[config.mk]
export PLATFORM = sky130hd
export DESIGN_NAME = viterbi_traceback_flat
export DESIGN_NICKNAME = d
export VERILOG_FILES = /design/src/rtl/viterbi_traceback_if.sv /design/src/rtl/viterbi_traceback.sv /design/src/flat_wrapper.sv
export SDC_FILE = /design/constraint.sdc
export NUM_CORES = 1
export LEC_CHECK = 0
export BUFFER_PORTS_ARGS = -buffer_cell sky130_fd_sc_hd__buf_2
export CORE_MARGIN = 4
export CORE_UTILIZATION = 50
export CTS_BUF_LIST = sky130_fd_sc_hd__clkbuf_4 sky130_fd_sc_hd__clkbuf_8 sky130_fd_sc_hd__clkbuf_16
export DETAILED_ROUTE_END_ITERATION = 10
export PLACE_DENSITY = 0.68
export SLEW_MARGIN = 10
export SYNTH_ARGS = -nofsm -noshare
export SYNTH_HDL_FRONTEND = slang
export SYNTH_SLANG_ARGS = --single-unit
[constraint.sdc]
create_clock -name clk -period 6.29 [get_ports clk]
set_input_delay 0.3145 -clock clk [delete_from_list [all_inputs] [get_ports clk]]
set_output_delay 0.3145 -clock clk [all_outputs]
set_load 0.05 [all_outputs]
[src/rtl/viterbi_traceback_if.sv]
// Stream interface for the Viterbi traceback unit.
//   in_*      : decision-vector stream from the ACS/CS array (valid/ready)
//   out_*     : decoded-bit stream to the sink (valid/ready)
//   overflow  : sticky frame-truncation flag
// master = producer/sink side (testbench or neighbouring blocks),
// slave  = the traceback block itself.
interface viterbi_traceback_if #(
  parameter int NSTATES = 4
);
  logic               in_valid;
  logic               in_ready;
  logic [NSTATES-1:0] in_dec;
  logic               in_last;
  logic               out_valid;
  logic               out_ready;
  logic               out_bit;
  logic               out_last;
  logic               overflow;

  modport master (
    output in_valid, in_dec, in_last, out_ready,
    input  in_ready, out_valid, out_bit, out_last, overflow
  );

  modport slave (
    input  in_valid, in_dec, in_last, out_ready,
    output in_ready, out_valid, out_bit, out_last, overflow
  );
endinterface

[src/rtl/viterbi_traceback.sv]
// Viterbi survivor memory + traceback.
// Collects one decision vector per trellis step (FILL), traces back from
// START_STATE over the stored frame one step per cycle (TRACE), then replays
// the decoded bits in forward order on a valid/ready stream (EMIT).
// Ports:
//   clk  : clock, rising edge
//   rst  : synchronous active-high reset, aborts any frame in flight
//   bus  : viterbi_traceback_if.slave (decision stream in, bit stream out,
//          sticky overflow)
module viterbi_traceback #(
  parameter int K           = 3,
  parameter int MAX_LEN     = 64,
  parameter int START_STATE = 0
) (
  input  logic                clk,
  input  logic                rst,
  viterbi_traceback_if.slave  bus
);
  localparam int              NSTATES   = 1 << (K-1);
  localparam int              AW        = (MAX_LEN > 1) ? $clog2(MAX_LEN) : 1;
  localparam logic [AW-1:0]   ONE       = AW'(1);
  localparam logic [AW-1:0]   LAST_SLOT = AW'(MAX_LEN-1);
  localparam logic [K-2:0]    START     = (K-1)'(START_STATE);

  typedef enum logic [1:0] {FILL, TRACE, EMIT} state_e;

  state_e             state_q;
  logic [NSTATES-1:0] mem_q [MAX_LEN];
  logic [MAX_LEN-1:0] bits_q;
  logic [AW-1:0]      cnt_q, last_q, ptr_q, idx_q;
  logic [K-2:0]       st_q;
  logic               in_ready_q, out_valid_q, out_bit_q, out_last_q, overflow_q;

  logic               accept;
  logic               dec_bit;
  logic [K-2:0]       st_pred;
  logic [AW-1:0]      idx_nxt;

  // in_ready_q is high exactly while in FILL, so it doubles as the state gate.
  assign accept  = in_ready_q && bus.in_valid;
  // Combinational survivor read keeps TRACE at one step per cycle.
  assign dec_bit = mem_q[ptr_q][st_q];
  // Predecessor: shift the state left, bring in the stored decision bit.
  assign st_pred = {st_q[K-3:0], dec_bit};
  assign idx_nxt = idx_q + ONE;

  always_ff @(posedge clk) begin
    if (accept) mem_q[cnt_q] <= bus.in_dec;
  end

  always_ff @(posedge clk) begin
    if (rst) begin
      state_q     <= FILL;
      cnt_q       <= '0;
      last_q      <= '0;
      ptr_q       <= '0;
      idx_q       <= '0;
      st_q        <= START;
      bits_q      <= '0;
      in_ready_q  <= 1'b1;
      out_valid_q <= 1'b0;
      out_bit_q   <= 1'b0;
      out_last_q  <= 1'b0;
      overflow_q  <= 1'b0;
    end else begin
      case (state_q)
        FILL: begin
          if (accept) begin
            cnt_q <= cnt_q + ONE;
            // Frame ends on in_last or when this write fills the memory.
            if (bus.in_last || cnt_q == LAST_SLOT) begin
              last_q     <= cnt_q;
              ptr_q      <= cnt_q;
              st_q       <= START;
              in_ready_q <= 1'b0;
              state_q    <= TRACE;
              if (!bus.in_last) overflow_q <= 1'b1;
            end
          end
        end
        TRACE: begin
          bits_q[ptr_q] <= st_q[K-2];
          st_q          <= st_pred;
          ptr_q         <= ptr_q - ONE;
          if (ptr_q == '0) begin
            // bits[0] is being produced this cycle; forward it straight out.
            state_q     <= EMIT;
            idx_q       <= '0;
            out_valid_q <= 1'b1;
            out_bit_q   <= st_q[K-2];
            out_last_q  <= (last_q == '0);
          end
        end
        EMIT: begin
          if (bus.out_ready) begin
            if (out_last_q) begin
              state_q     <= FILL;
              cnt_q       <= '0;
              in_ready_q  <= 1'b1;
              out_valid_q <= 1'b0;
              out_bit_q   <= 1'b0;
              out_last_q  <= 1'b0;
            end else begin
              idx_q      <= idx_nxt;
              out_bit_q  <= bits_q[idx_nxt];
              out_last_q <= (idx_nxt == last_q);
            end
          end
        end
        default: state_q <= FILL;
      endcase
    end
  end

  assign bus.in_ready  = in_ready_q;
  assign bus.out_valid = out_valid_q;
  assign bus.out_bit   = out_bit_q;
  assign bus.out_last  = out_last_q;
  assign bus.overflow  = overflow_q;
endmodule

[src/flat_wrapper.sv]
// flat-port wrapper written by rule: the top's interface ports become plain ports
module viterbi_traceback_flat 
#(
  parameter int K           = 3,
  parameter int MAX_LEN     = 64,
  parameter int START_STATE = 0
)
  (clk, rst, bus_in_valid, bus_in_dec, bus_in_last, bus_out_ready, bus_in_ready, bus_out_valid, bus_out_bit, bus_out_last, bus_overflow);
  viterbi_traceback_if bus_i ();
  input  logic clk;
  input  logic rst;
  input wire logic [$bits(bus_i.in_valid)-1:0] bus_in_valid;
  input wire logic [$bits(bus_i.in_dec)-1:0] bus_in_dec;
  input wire logic [$bits(bus_i.in_last)-1:0] bus_in_last;
  input wire logic [$bits(bus_i.out_ready)-1:0] bus_out_ready;
  output wire logic [$bits(bus_i.in_ready)-1:0] bus_in_ready;
  output wire logic [$bits(bus_i.out_valid)-1:0] bus_out_valid;
  output wire logic [$bits(bus_i.out_bit)-1:0] bus_out_bit;
  output wire logic [$bits(bus_i.out_last)-1:0] bus_out_last;
  output wire logic [$bits(bus_i.overflow)-1:0] bus_overflow;
  assign bus_i.in_valid = bus_in_valid;
  assign bus_i.in_dec = bus_in_dec;
  assign bus_i.in_last = bus_in_last;
  assign bus_i.out_ready = bus_out_ready;
  assign bus_in_ready = bus_i.in_ready;
  assign bus_out_valid = bus_i.out_valid;
  assign bus_out_bit = bus_i.out_bit;
  assign bus_out_last = bus_i.out_last;
  assign bus_overflow = bus_i.overflow;
  viterbi_traceback #(.K(K), .MAX_LEN(MAX_LEN), .START_STATE(START_STATE)) u_core (.clk(clk), .rst(rst), .bus(bus_i));
endmodule
=== After elaboration in Yosys (flattened, before gate mapping) ===
Memories as Yosys holds them, arrays and structs flattened. A register that Yosys moved wholly into a read port is not among the register bits.
Cells that the tools add are included.

* Bits in latches: 0
* Bits of input ports: 9
* Output and inout bits: 5
* Bits in read-only memories: 0
* Memory bits (writable): 256
* Logic and storage cells: 97
* Bits in registers: 97
* Memories kept: 1

{| class="wikitable"
|+ Memories
! name !! depth !! width !! read ports !! clocked after memory_dff !! wr ports !! line !! text
|-
| u_core.mem_q || 64 || 4 || 1 || 1 || 1 || viterbi_traceback.sv:28 || <nowiki>logic [NSTATES-1:0] mem_q [MAX_LEN];</nowiki>
|}

* Bitwise gates (word level): 1
* $lt $le $gt $ge: 4
* Div/mod/pow operators: 0
* Add/subtract/negate cells: 3
* Reduce and logical (&&, ||, !) cells: 18
* Shift operators: 0
* Equal/unequal tests: 10
* Multiplexer cells: 48
* Multipliers: 0

{| class="wikitable"
|+ Operators by type and width
! operator !! number
|-
| $bwmux W64 || 1
|-
| $mux W6 || 10
|-
| $pmux W6 S2 || 3
|-
| $mux W1 || 18
|-
| $reduce_and A4 Y1 || 4
|-
| $lt A6 B7 Y1 const B || 2
|-
| $mux W2 || 7
|-
| $add A6 B1 Y6 const B || 2
|-
| $logic_not A6 Y1 || 2
|-
| $reduce_and A5 Y1 || 2
|-
| $reduce_and A3 Y1 || 3
|-
| $ne A2 B1 Y1 const B || 4
|-
| $pmux W1 S2 || 4
|-
| $bmux W1 S6 || 1
|-
| $demux W1 S6 || 1
|-
| $eq A6 B6 Y1 || 1
|-
| $eq A6 B6 Y1 const B || 1
|-
| $ge A6 B1 Y1 const B || 1
|-
| $pmux W2 S3 || 1
|-
| $reduce_bool A2 Y1 || 3
|-
| $sub A6 B1 Y6 const B || 1
|-
| $ne A2 B2 Y1 const B || 2
|-
| $pmux W2 S2 || 1
|-
| $lt A2 B3 Y1 const B || 1
|-
| other kinds (7) || 8
|}

=== Logic depth before layout (Yosys ltp) ===
* Depth in word-level cells: 7
* Mapped depth: 10
* Gate-level depth less buffers: 7

=== Least setup slack after synthesis ===
No wires, ideal clock.

* Kind: register to register
* From: reg u_core.idx_q[0]
* To: reg u_core.out_bit_q, in the netlist u_core.bus.out_bit
* Library setup time: 128 ps
* Stages on the path, launching flop included: 10
* Slack: 3940 ps
* Buffers on the path: 2
* Required time: 6162 ps
* Period minus slack after synthesis: 2350 ps
* Arrival time: 2222 ps
* Cell sequence: dfxtp_1 -> ha_1 -> buf_6 -> buf_12 -> mux4_1 -> mux2i_1 -> mux2i_1 -> mux4_2 -> o2111ai_1 -> o21ai_1

* Longest elaborated chain between the ends: 6

{| class="wikitable"
|+ RTL lines
! element !! line !! text
|-
| from (decl) || viterbi_traceback.sv:30 || <nowiki>logic [AW-1:0] cnt_q, last_q, ptr_q, idx_q;</nowiki>
|-
| from (signal assigned) || viterbi_traceback.sv:104 || <nowiki>idx_q <= idx_nxt;</nowiki>
|-
| $add A6 B1 Y6 || viterbi_traceback.sv:45 || <nowiki>assign idx_nxt = idx_q + ONE;</nowiki>
|-
| $bmux W1 S6 || viterbi_traceback.sv:105 || <nowiki>out_bit_q <= bits_q[idx_nxt];</nowiki>
|-
| $mux W1 (not written as such) || viterbi_traceback.sv:105 ||
|-
| $mux W1 || viterbi_traceback.sv:96 || <nowiki>if (out_last_q) begin</nowiki>
|-
| $mux W1 || viterbi_traceback.sv:95 || <nowiki>if (bus.out_ready) begin</nowiki>
|-
| $pmux W1 S2 || viterbi_traceback.sv:66 || <nowiki>case (state_q)</nowiki>
|-
| to (signal assigned) || viterbi_traceback.sv:90 || <nowiki>out_bit_q <= st_q[K-2];</nowiki>
|-
| to (signal assigned) || viterbi_traceback.sv:105 ||
|-
| to (decl) || viterbi_traceback.sv:32 || <nowiki>logic in_ready_q, out_valid_q, out_bit_q, out_last_q, overflow_q;</nowiki>
|}

Every way passes these cells. The select of a mux whose other input is x is not followed.
A chain may end at the register's enable or synchronous reset.

=== Worst setup path after layout ===
Ends and elaborated chain as after synthesis.

==> impl_metrics.tcl <==
set metrics [dict create \
    fin_crit_sh_pct 55.00 \
    synth.avg_cell_area_um2 13.62 \
    combPwrFrac_pct 6.6 \
    layout_min_cycle_time_ns 3.460 \
    grt_pass1_vias 9161 \
    grt_usage_pct 20.55 \
    drtIter0Drc 899 \
    yosysTopAreaCellShare_pct 49.70 \
    hpwl_um 21220 \
    fmax_mhz 289.0 \
    whs_ns 0.08631 \
    max_slew_margin_pct 23.71 \
    start_kind "flop" \
    worstPathRequired_ns 6.67 \
    leakage_nw 5.443 \
    yosysSeqAreaShare_pct 63.03 \
    finalHoldViolations 0 \
    ios 14 \
    gp_congestion 0.8281 \
    slew_violations 0 \
    endpoint_kind "flop" \
    synthArstFlopShare_pct 0 \
    p_int_mw 4.270 \
    r2r_slack_ns 2.83 \
    power_mw 5.480 \
    synth_edf_count 256 \
    drc 0 \
    power_switching_mw 1.211 \
    tightest_slew_ns 1.144 \
    syn_area_um2 15470 \
    initial_core_util_pct 50.57 \
    r2r_end "u_core.bus.out_bit$_SDFFE_PP0P_" \
    finClkSkew_ns 0.02326 \
    drtPass1Iterations 5 \
    routed-via-count 9402 \
    ys.flop_type "edfxtp_1" \
    die_h_um 183.9 \
    max-vdd-ir-drop_mv 0.2423 \
    min-delay-path-class "primary input to flop" \
    finalNonFillerCells 1545 \
    cts_tree "done" \
    max_stage_delay_ns 0.87 \
    final.setup.tns_ns 0 \
    clk_latency_ns 0.53 \
    area_growth_pct 10.64 \
    reg2reg_from "u_core.idx_q[0]$_SDFFE_PP0P_" \
    pwr-share-seq_pct 47.3 \
    synthesis.nets 1149 \
    antenna_found_initial 0 \
    hold_end "u_core.bus.overflow$_SDFFE_PP0P_" \
    num_rows 64 \
    ys_types 69 \
    min_from "bus_in_last" \
    setup.worst_path.start "u_core.idx_q[0]$_SDFFE_PP0P_" \
    cts_max_path_buffers 3 \
    grt_max_degree 91 \
    core-area_um2 30590 \
    synth_warnings 0 \
    path_class "flop to flop" \
    ys_top_cells_by_area "edfxtp_1 (50%), dfxtp_1 (13%), mux4_1 (6.1%)" \
    die_w_um 183.9 \
    path_clk_slew_ns 0.06 \
    synth_seq_cells 359 \
    post-cts-setup-buffers 0 \
    via_per_inst 6.085 \
    synth_top_area_cell "edfxtp_1" \
    drive_above_1_share_pct 13.93 \
    fin_nets 1132 \
    run_status "completed" \
    pwr-share-clk_pct 46.1 \
    cts_resized 0 \
    antenna_cells 0 \
    crit_path_max_fanout 22 \
    cts.sinks 359 \
    rsz0062_at_grt "no" \
    grt_pass1_wl_um 53990 \
    crit_top_cell "mux2i_1" \
    cts_buffers 39 \
    arrival_ns 3.84 \
    setup_viol 0 \
    h-tree-depth 2 \
    grt-ovfl-total 0 \
    hold_depth 4 \
    path_cells "ha_1 > mux4_1 > mux2i_1 > mux2i_1 > mux4_2 > o2111ai_1 > o21ai_1" \
    final_cell_mix "edfxtp_1 (256), nor2_1 (146), nand2_1 (111)" \
    ant_nets 0 \
    drt_wl_total_um 34780 \
    synth_cells 1136 \
    post_drt_wl_per_cell_um 22.51 \
    layout_commonest_cell "edfxtp_1" \
    numPortBuffers 13 \
    cpMaxStageDelayCell "dfxtp_1" \
    pwr_density_cell_nw_per_um2 320.2 \
    r2r_cells 7 \
    root_buffer "clkbuf_16" \
    switching_share_pct 22.09 \
    die-area_um2 33820 \
    hold_buffers 0 \
    cap_violations 0 \
    placed_cells 1474 \
]
-- worst max-delay path by stage --
stage / end / depth (start not counted) / slack [ns]
after floorplan: u_core.bus.out_bit$_SDFFE_PP0P_ / 9 / 3.94
after global placement: u_core.bus.out_bit$_SDFFE_PP0P_ / 7 / 2.88
after detailed placement: u_core.bus.out_bit$_SDFFE_PP0P_ / 7 / 2.81
after CTS: u_core.bus.out_bit$_SDFFE_PP0P_ / 7 / 2.82
after global routing: u_core.bus.out_bit$_SDFFE_PP0P_ / 7 / 2.66
final: u_core.bus.out_bit$_SDFFE_PP0P_ / 7 / 2.83
-- routing by layer --
| metal | global-route usage, % | routed length, um | vias to the layer above |
|---|---|---|---|
| met4 | 5.501 | 738 | 0 |
| met5 | 0 | 0 | - |
| met3 | 4.333 | 2642 | 52 |
| met2 | 31.71 | 16020 | 368 |
| met1 | 30.02 | 15380 | 4706 |
| li1 | - | - | 4276 |
-- flip-flops by register name, summed over array words and instances (netlist names), 2 cells and up, named ones only --
register,count
u_core.st_q,2
u_core.state_q,2
u_core.bits_q,64
u_core.idx_q,6
u_core.cnt_q,6
u_core.last_q,6
u_core.ptr_q,6
u_core.mem_q,256
-- Yosys cell counts, types with 4 or more instances --
master    count
buf_12        5
mux2_2        4
nand2_1     111
or3_1         4
o221ai_1      4
buf_1         5
mux4_2       36
a31oi_1       5
clkbuf_1     53
or2_2         6
a211oi_1      6
buf_6         4
and2_1        5
nand4_1       6
nor2_1      146
and3_1        4
inv_1         6
mux4_1       36
o21ai_0      37
xnor2_1       5
nand3b_1      7
a311oi_1      4
xor2_1        8
edfxtp_1    256
a21oi_1      71
nor2b_1      11
nand3_1      45
a22oi_1       6
dfxtp_1     103
ha_1          4
nand2b_1      5
mux2i_1      54
nor3_1        8
buf_2        11
-- critical path, delay by kind of cell (launching register included) --
kind                       cells  cell delay (ns)
muxes                          4             1.42
AOI/OAI and AO/OA              2             0.17
DFF                            1             0.87
adders and majority gates      1             0.85
-- power groups by stage --
stage	Combinational (mW)	Clock [mW]	Sequential (mW)
floorplan	0.292	0	2.62
finish	0.362	2.52	2.59
detailed placement	0.359	0	2.65
global placement	0.356	0	2.64
CTS	0.360	2.56	2.59
global route	0.387	2.66	2.60
-- area by class of cell --
cell class	count	area [um2]
multi-input combinational	688	5244
clock inverter	24	387.9
sequential	359	9756
timing repair buffer	24	147.6
fill	2426	13480
inverter	7	28.78
tap	396	495.5
clock buffer	47	1055
-- logic make-up after synthesis --
kind of cell,synth area share (%)
compound gates,6.819
simple gates,10.73
fa+ha+maj,0.3236
mux,15.14
xor+xnor,0.8413
buf+inv,3.114
flops,63.03
-- stage by stage --
stage	cell area, um2	worst slack (ns)	utilization (%)
floorplan	15470	3.940	-
global placement	15670	2.879	51.23
detailed placement	15670	2.805	51.23
CTS	17110	2.818	55.95
global route	17110	2.657	55.95
finish	17110	2.830	55.95
Power figures use the tool's default switching activity.
